## src/rtl/prog_loader.sv

```systemverilog
// prog_loader: serial program loader and unified memory for the HMMM core.
//
// A 25-bit serial frame {cmd[1:0], adr[7:0], data[14:0]} (MSB first, sampled
// on synchronized sck rises while cs_n is low) halts or releases the core, or
// writes a memory word while the core is halted. The core reads the memory
// combinationally and may store bytes into it while running.
//
// Build option: define PROG_LOADER_READBACK_EN to enable the READ command,
// which shifts mem[adr] out on sdo. Without it sdo is tied low and READ is a
// no-op.
//
// Ports:
//   clk, reset        clock; asynchronous active-low reset
//   sck, cs_n, sdi    serial clock, frame select (active-low), data in
//   sdo               serial readback data
//   cpu_adr           processor address
//   cpu_memwrite      processor store strobe (honoured only while running)
//   cpu_wdata         processor store byte, zero-extended into memory
//   cpu_rdata         mem[cpu_adr], combinational
//   cpu_reset         active-high core reset (= ~running)
//   running           core released
//   err               sticky: WRITE frame rejected because core was running
module prog_loader #(
  parameter int unsigned ADDR_W      = 8,
  parameter int unsigned DATA_W      = 15,
  parameter int unsigned SYNC_STAGES = 2
) (
  input  logic              clk,
  input  logic              reset,
  input  logic              sck,
  input  logic              cs_n,
  input  logic              sdi,
  output logic              sdo,
  input  logic [ADDR_W-1:0] cpu_adr,
  input  logic              cpu_memwrite,
  input  logic [7:0]        cpu_wdata,
  output logic [DATA_W-1:0] cpu_rdata,
  output logic              cpu_reset,
  output logic              running,
  output logic              err
);

  localparam int unsigned FRAME_W = 25;

  typedef enum logic [1:0] {IDLE, SHIFT, EXEC, WAIT} state_e;
  typedef enum logic [1:0] {
    CMD_HALT  = 2'b00,
    CMD_WRITE = 2'b01,
    CMD_READ  = 2'b10,
    CMD_RUN   = 2'b11
  } cmd_e;

  // ---------------------------------------------------------------------------
  // Input synchronizers and edge detection
  // ---------------------------------------------------------------------------
  logic [SYNC_STAGES-1:0] sck_sync_q, cs_sync_q, sdi_sync_q;
  logic                   sck_prev_q, cs_prev_q;

  always_ff @(posedge clk or negedge reset) begin
    if (!reset) begin
      sck_sync_q <= '0;
      cs_sync_q  <= '1;
      sdi_sync_q <= '0;
      sck_prev_q <= 1'b0;
      cs_prev_q  <= 1'b1;
    end else begin
      sck_sync_q <= {sck_sync_q[SYNC_STAGES-2:0], sck};
      cs_sync_q  <= {cs_sync_q[SYNC_STAGES-2:0], cs_n};
      sdi_sync_q <= {sdi_sync_q[SYNC_STAGES-2:0], sdi};
      sck_prev_q <= sck_sync_q[SYNC_STAGES-1];
      cs_prev_q  <= cs_sync_q[SYNC_STAGES-1];
    end
  end

  logic sck_s, cs_s, sdi_s;
  logic sck_rise_d, sck_fall_d, cs_fall_d, cs_rise_d;

  always_comb begin
    sck_s      = sck_sync_q[SYNC_STAGES-1];
    cs_s       = cs_sync_q[SYNC_STAGES-1];
    sdi_s      = sdi_sync_q[SYNC_STAGES-1];
    sck_rise_d = sck_s & ~sck_prev_q;
    sck_fall_d = ~sck_s & sck_prev_q;
    cs_fall_d  = ~cs_s & cs_prev_q;
    cs_rise_d  = cs_s & ~cs_prev_q;
  end

  // ---------------------------------------------------------------------------
  // Frame FSM
  // ---------------------------------------------------------------------------
  state_e              state_q;
  logic [4:0]          cnt_q;
  logic [FRAME_W-1:0]  shift_q;
  logic                running_q, err_q;

  cmd_e                frame_cmd;
  logic [ADDR_W-1:0]   frame_adr;
  logic [DATA_W-1:0]   frame_data;

  always_comb begin
    frame_cmd  = cmd_e'(shift_q[24:23]);
    frame_adr  = ADDR_W'(shift_q[22:15]);
    frame_data = DATA_W'(shift_q[14:0]);
  end

  always_ff @(posedge clk or negedge reset) begin
    if (!reset) begin
      state_q   <= IDLE;
      cnt_q     <= '0;
      shift_q   <= '0;
      running_q <= 1'b0;
      err_q     <= 1'b0;
    end else begin
      case (state_q)
        IDLE: begin
          if (cs_fall_d) begin
            state_q <= SHIFT;
            cnt_q   <= '0;
          end
        end
        SHIFT: begin
          if (cs_rise_d) begin
            state_q <= IDLE;
          end else if (sck_rise_d) begin
            shift_q <= {shift_q[FRAME_W-2:0], sdi_s};
            cnt_q   <= cnt_q + 5'd1;
            if (cnt_q == 5'(FRAME_W - 1)) state_q <= EXEC;
          end
        end
        EXEC: begin
          case (frame_cmd)
            CMD_HALT:  running_q <= 1'b0;
            CMD_WRITE: if (running_q) err_q <= 1'b1;
            CMD_RUN:   running_q <= 1'b1;
            default:   ;
          endcase
          state_q <= WAIT;
        end
        // Level test rather than edge: a cs_n rise landing on the EXEC cycle
        // must still return the FSM to IDLE.
        WAIT: begin
          if (cs_s) state_q <= IDLE;
        end
        default: state_q <= IDLE;
      endcase
    end
  end

  // ---------------------------------------------------------------------------
  // Memory: loader writes only while halted, CPU stores only while running,
  // so the two write ports are mutually exclusive.
  // ---------------------------------------------------------------------------
  logic [DATA_W-1:0] mem [0:(1<<ADDR_W)-1];
  logic              loader_we_d, cpu_we_d;

  always_comb begin
    loader_we_d = (state_q == EXEC) && (frame_cmd == CMD_WRITE) && !running_q;
    cpu_we_d    = running_q && cpu_memwrite;
  end

  always_ff @(posedge clk) begin
    if (loader_we_d)   mem[frame_adr] <= frame_data;
    else if (cpu_we_d) mem[cpu_adr]   <= DATA_W'(cpu_wdata);
  end

  assign cpu_rdata = mem[cpu_adr];
  assign running   = running_q;
  assign cpu_reset = ~running_q;
  assign err       = err_q;

  // ---------------------------------------------------------------------------
  // Readback
  // ---------------------------------------------------------------------------
`ifdef PROG_LOADER_READBACK_EN
  logic [DATA_W-1:0] rb_q;

  // After 10 bits the command and address sit in shift_q[9:0]; the word is
  // loaded on the following sck fall and then shifted out MSB first.
  always_ff @(posedge clk or negedge reset) begin
    if (!reset) begin
      rb_q <= '0;
    end else if (state_q == IDLE && cs_fall_d) begin
      rb_q <= '0;
    end else if (state_q == SHIFT && sck_fall_d) begin
      if (cnt_q == 5'd10 && cmd_e'(shift_q[9:8]) == CMD_READ)
        rb_q <= mem[ADDR_W'(shift_q[7:0])];
      else if (cnt_q > 5'd10)
        rb_q <= {rb_q[DATA_W-2:0], 1'b0};
    end
  end

  assign sdo = rb_q[DATA_W-1];
`else
  assign sdo = 1'b0;
`endif

endmodule

```

## config.mk

```make
export PLATFORM = sky130hd
export DESIGN_NAME = prog_loader
export DESIGN_NICKNAME = d
export VERILOG_FILES = /design/src/rtl/prog_loader.sv
export SDC_FILE = /design/constraint.sdc
export NUM_CORES = 2
export LEC_CHECK = 0
export BUFFER_PORTS_ARGS = -buffer_cell sky130_fd_sc_hd__buf_4
export CAP_MARGIN = 0
export CORE_MARGIN = 2
export CORE_UTILIZATION = 55
export CTS_BUF_LIST = sky130_fd_sc_hd__clkbuf_8
export CTS_CLUSTER_DIAMETER = 80
export DETAILED_ROUTE_END_ITERATION = 10
export HOLD_SLACK_MARGIN = 0.1
export PLACE_DENSITY = 0.7
export SLEW_MARGIN = 20
export SYNTH_ARGS = -nofsm -noshare
export SYNTH_HDL_FRONTEND = slang
export SYNTH_SLANG_ARGS = --single-unit
```

## constraint.sdc

```tcl
create_clock -name clk -period 15.9 [get_ports clk]
set_input_delay 0.795 -clock clk [delete_from_list [all_inputs] [get_ports clk]]
set_output_delay 0.795 -clock clk [all_outputs]
set_load 0.01 [all_outputs]
```

; After elaboration in Yosys (flattened, before gate mapping)
; Memories as Yosys holds them, arrays and structs flattened.
; Cells that the tools add are included.
[word_totals]
register_bits = 42
ram_bits = 3840
in_bits = 22
n_memories = 1
[classes]
addsub = 1
eq_ne = 12
muxes = 19
bitwise = 8
n_reduce_logical = 14
[mem_list]
columns = memory, words, word_bits, read_ports, rd_clocked_by_memory_dff, wr, line
row1 = mem, 256, 15, 1, 0, 1, 153  ; logic [DATA_W-1:0] mem [0:(1<<ADDR_W)-1];
[op_table]
columns = cell, n
row1 = 15-bit two-way mux, 1
row2 = 5-bit two-way mux, 3
row3 = 15-bit OR reduction, 1
row4 = 2-bit two-way mux, 5
row5 = 5-bit case mux with 2 select lines, 1
row6 = 8-bit two-way mux, 1
row7 = 2-bit inequality test (second input constant), 4
row8 = 2-bit case mux with 4 select lines, 1
row9 = 4-bit AND reduction, 2
row10 = 2-bit equality test (second input constant), 3
row11 = 1-bit two-way mux, 6
row12 = 3-bit inequality test (second input constant), 2
row13 = 3-bit AND reduction, 2
row14 = 5-bit by 1-bit adder with 5-bit output (second input constant), 1
row15 = 5-bit equality test (second input constant), 1
row16 = 1-bit inverter, 5
row17 = 2-bit by 1-bit equality test with 1-bit output (second input constant), 2
row18 = 2-bit logical NOT, 2
row19 = 2-bit nonzero test, 2
row20 = 1-bit bitwise AND, 3
row21 = 1-bit logical AND, 3
row22 = 1-bit case mux with 2 select lines, 1
row23 = 2-bit AND reduction, 1
row24 = 1-bit logical NOT, 1

; Longest topological paths before layout
[depth]
ltp_word = 7
depth_mapped = 12
depth_no_buf = 7

; Worst setup path after synthesis
; OpenSTA, ideal clock, no wires.
[synth_timing]
path_type = input to register
startpoint = input port cpu_memwrite
endpoint = memory mem[0][12], data pin
setup_time_ns = 0.868
arrival_ns = 4.799
path_slack_ns = 10.233
path_stages = 4
path_buffers = 2
path_cell_list = nand2_1 clkbuf_1 clkbuf_1 and2_1
[synth_between]
elab_chain_cells = 6
[synth_lines]
columns = element, line
row1 = "start, declared", 35  ; input logic cpu_memwrite,
row2 = 1-bit logical AND, 158  ; cpu_we_d = running_q && cpu_memwrite;
row3 = 1-bit two-way mux, 163  ; else if (cpu_we_d) mem[cpu_adr] <= DATA_W'(cpu_wdata);
row4 = 1-bit two-way mux, 162  ; if (loader_we_d) mem[frame_adr] <= frame_data;
row5 = 1-bit two-way mux (implied by the code), 163
row6 = 15-bit OR reduction (no source line), --
row7 = 15-bit two-way mux (no source line), --
row8 = "end, declared", 153
; Every way passes these cells.

; Worst setup path after layout
[layout_timing]
startpoint = input port cpu_adr[0]
endpoint = output port cpu_rdata[9]
[layout_between]
elab_chain_cells = 1
[layout_lines]
columns = element, line
row1 = "start, declared", 34  ; input logic [ADDR_W-1:0] cpu_adr,
row2 = memory 256 x 15 bit, --
row3 = "end, declared", 37  ; output logic [DATA_W-1:0] cpu_rdata,
; Every way passes these cells.

==> run metrics <==
CP endpoint kind=output port; Post-Route Skew=0.0839 ns; mux cell area share after synthesis=14.3%; final hold violations=0; CTS hold repair buffers=4; Die W=526 µm; setup_tns=0 ns; Synth cell types=85; Slew headroom=2.98%; proportion of layout cells with a drive suffix above 1=25.3%; startpoint types=input pin; largest family of logic cells by synthesized area=multiplexers; worst path arrival time=6.48 ns; Area Overhead vs Synth=10.9%; Seq cells post-synth=3882; Post-CTS Resized=0; adder-cell share of the synthesized area=0.0334%; CTS Buf Count=603; ys flop type=edfxtp_1; Period minus WS final=7.27 ns; first-pass GRT wire length=558 mm; Total Power=20.7 mW; fillcell total=18500; sequential area share after synthesis=77.6%; Core ar.=271000 µm²; CP Max Fanout=100; final setup vio count=0; mean post-synth cell area=21.2 µm²; internal power=15.8 mW; asr flop ratio synth=1.08%; gr usage total=28.2%; status=finished clean; switching power=4.89 mW; Clk pwr share=36.4%; Power Density=124 nW/µm²; Combinational Power Share=6.8%; worst setup path category=in2out; post-detailed-routing wire length=393 mm; Finished Layout Cells=11700; drt drc=0; Cell Area, Synth=150000 µm²; Cell Count Post-Placement=10700; Synth area leaders=edfxtp_1, mux4_2, mux2i_1; initial core utilization=55.3%; DRT antenna net count=0; antenna violations before repair=17; sequential cell fraction of total power=56.8%; xor/xnor share of the synthesized area=0.0117%; height of the die=526 µm; VDD IR-drop max=0.0795 mV; Rows=191; DR vias=77500; Final GP Congestion=0.910; hpwl dp=229 mm; Leak=54.0 nW; Slew @ Worst Pin=1.45 ns; vias in the first global route=77000; clock slew at reported path FFs=0.06 ns; Net Count, Synth=7104; # IOs=41; Final nets=7733; largest net degree at the start of global routing=204; clock sinks=3882; RSZ-0062 raised after global routing=no; Simple-Gate Fraction of Synth Area=2.14%; Yosys top cell by area=edfxtp_1; crit share post-route=45.7%; # port buffers=39; Max Fclk=137 MHz; Initial DRT Pass Iterations=6; Synth Instances=7078; compound-gate portion of the synthesized area=4.05%; Synth top cells by count=edfxtp_1, mux4_2, mux2i_1; worst hold path class=in2reg; WL/cell=33.5 µm; most frequent cell after synthesis=edfxtp_1; fin util=61.4%; final instance area=166000 µm²; Ys Warns=0; Die Area=277000 µm²; global route overflow=0; clock root buffer=clkbuf_8; top-area cell type share of the netlist area=76.9%; switching share of power=23.6%; clock tree from TritonCTS=done; worst-skew pair later-pin latency=1.11 ns; DRC marker count from the first detailed-route iteration=11600; CP required=15.11 ns; EDFF count, synth=3840; CTS HTree Levels=6; Post-CTS Setup Inserts=0; max_cap viols=0; DP Area=156000 µm²; max-slew violations=0; Via density=6.61; clk buf depth=4
-- cells by family after synthesis --
group,after synthesis
AOI/OAI and AO/OA,864
adders and majority gates,4
and+or+nand+nor,723
muxes,1173
buffers and inverters,429
DFF,3882
xor gates and xnor gates,2
other,1
-- cells in the final DEF, fill, tap and decap left out, types with 83 or more instances in the layout --
| master | instances |
|---|---|
| mux2i_1 | 343 |
| a21oi_1 | 187 |
| buf_4 | 414 |
| a22oi_1 | 196 |
| clkinv_1 | 123 |
| inv_1 | 217 |
| clkbuf_8 | 624 |
| nand2_1 | 152 |
| edfxtp_1 | 3840 |
| nor2_1 | 294 |
| mux4_2 | 725 |
| o22ai_1 | 83 |
-- routing by layer --
layer	wire (µm)	GRT usage, %	vias up	part of all wire, %
li1	-	-	31100	-
met1	148000	39.9	40700	38
met2	181000	42.1	4982	46
met3	48000	7.63	755	12
met4	16200	11.6	8	4.1
met5	62	0	-	0.016
-- registers in the layout, summed over array words and instances (netlist names), 2 cells and up, named ones only --
signal,count
cnt_q,5
mem,3840
shift_q,25
sdi_sync_q,2
cs_sync_q,2
sck_sync_q,2
-- path summary, 6_finish.rpt --
| kind | from | to | slack (ns) | cells past startpoint |
|---|---|---|---|---|
| max reg2reg | running$_DFFE_PN0P_ | mem[106][8]$_DFFE_PP_ | 11.35 | 7 |
| min | cpu_wdata[5] | mem[160][5]$_DFFE_PP_ | 0.23 | 3 |
| min reg2reg | sdi_sync_q[0]$_DFF_PN0_ | sdi_sync_q[1]$_DFF_PN0_ | 0.35 | 0 |
| min in group asynchronous | reset | shift_q[18]$_DFFE_PN0P_ | 0.31 | 2 |
| max in group asynchronous | reset | asynchronous set/reset pin | 15.13 | 2 |
| max | cpu_adr[0] | cpu_rdata[9] | 8.63 | 11 |
-- worst max-delay path: stages --
cell      delay, ns
buf_16         0.54
buf_12         0.64
buf_4          0.74
buf_4          0.69
mux4_2         0.65
a22o_1         0.26
a221oi_1       0.53
o22ai_1        0.17
nor3_1         0.79
nor4_2         0.16
buf_4          0.20
-- power by group through the flow --
stage | clock network (mW) | registers (mW) | logic, mW
after global placement | 0 | 12.0 | 1.32
after floorplan | 0 | 12.1 | 0.732
after global routing | 8.05 | 11.7 | 1.47
after CTS | 7.61 | 11.8 | 1.38
after detailed placement | 0 | 12.0 | 1.38
final | 7.54 | 11.7 | 1.40
-- cell type report --
type | instances | area [µm²] | area share [%]
diodes | 10 | 25.0 | 0.0151
clock buffers | 624 | 8590 | 5.17
clock inverters | 411 | 2000 | 1.20
inverters | 14 | 55.1 | 0.0331
multi-input cells | 2767 | 31200 | 18.8
flip-flops and latches | 3882 | 116000 | 70.0
well taps | 3570 | 4470 | 2.69
repair buffers | 439 | 3540 | 2.13
-- metrics by stage --
stage	hold WS, ns	worst slack [ns]
6_report	0.227	8.63
5_1_grt	0.244	8.36
4_1_cts	0.178	8.59
3_5_place_dp	0.337	8.60
3_3_place_gp	0.334	8.35
2_1_floorplan	0.331	10.23
No activity file was read; power rests on OpenSTA's default activity.
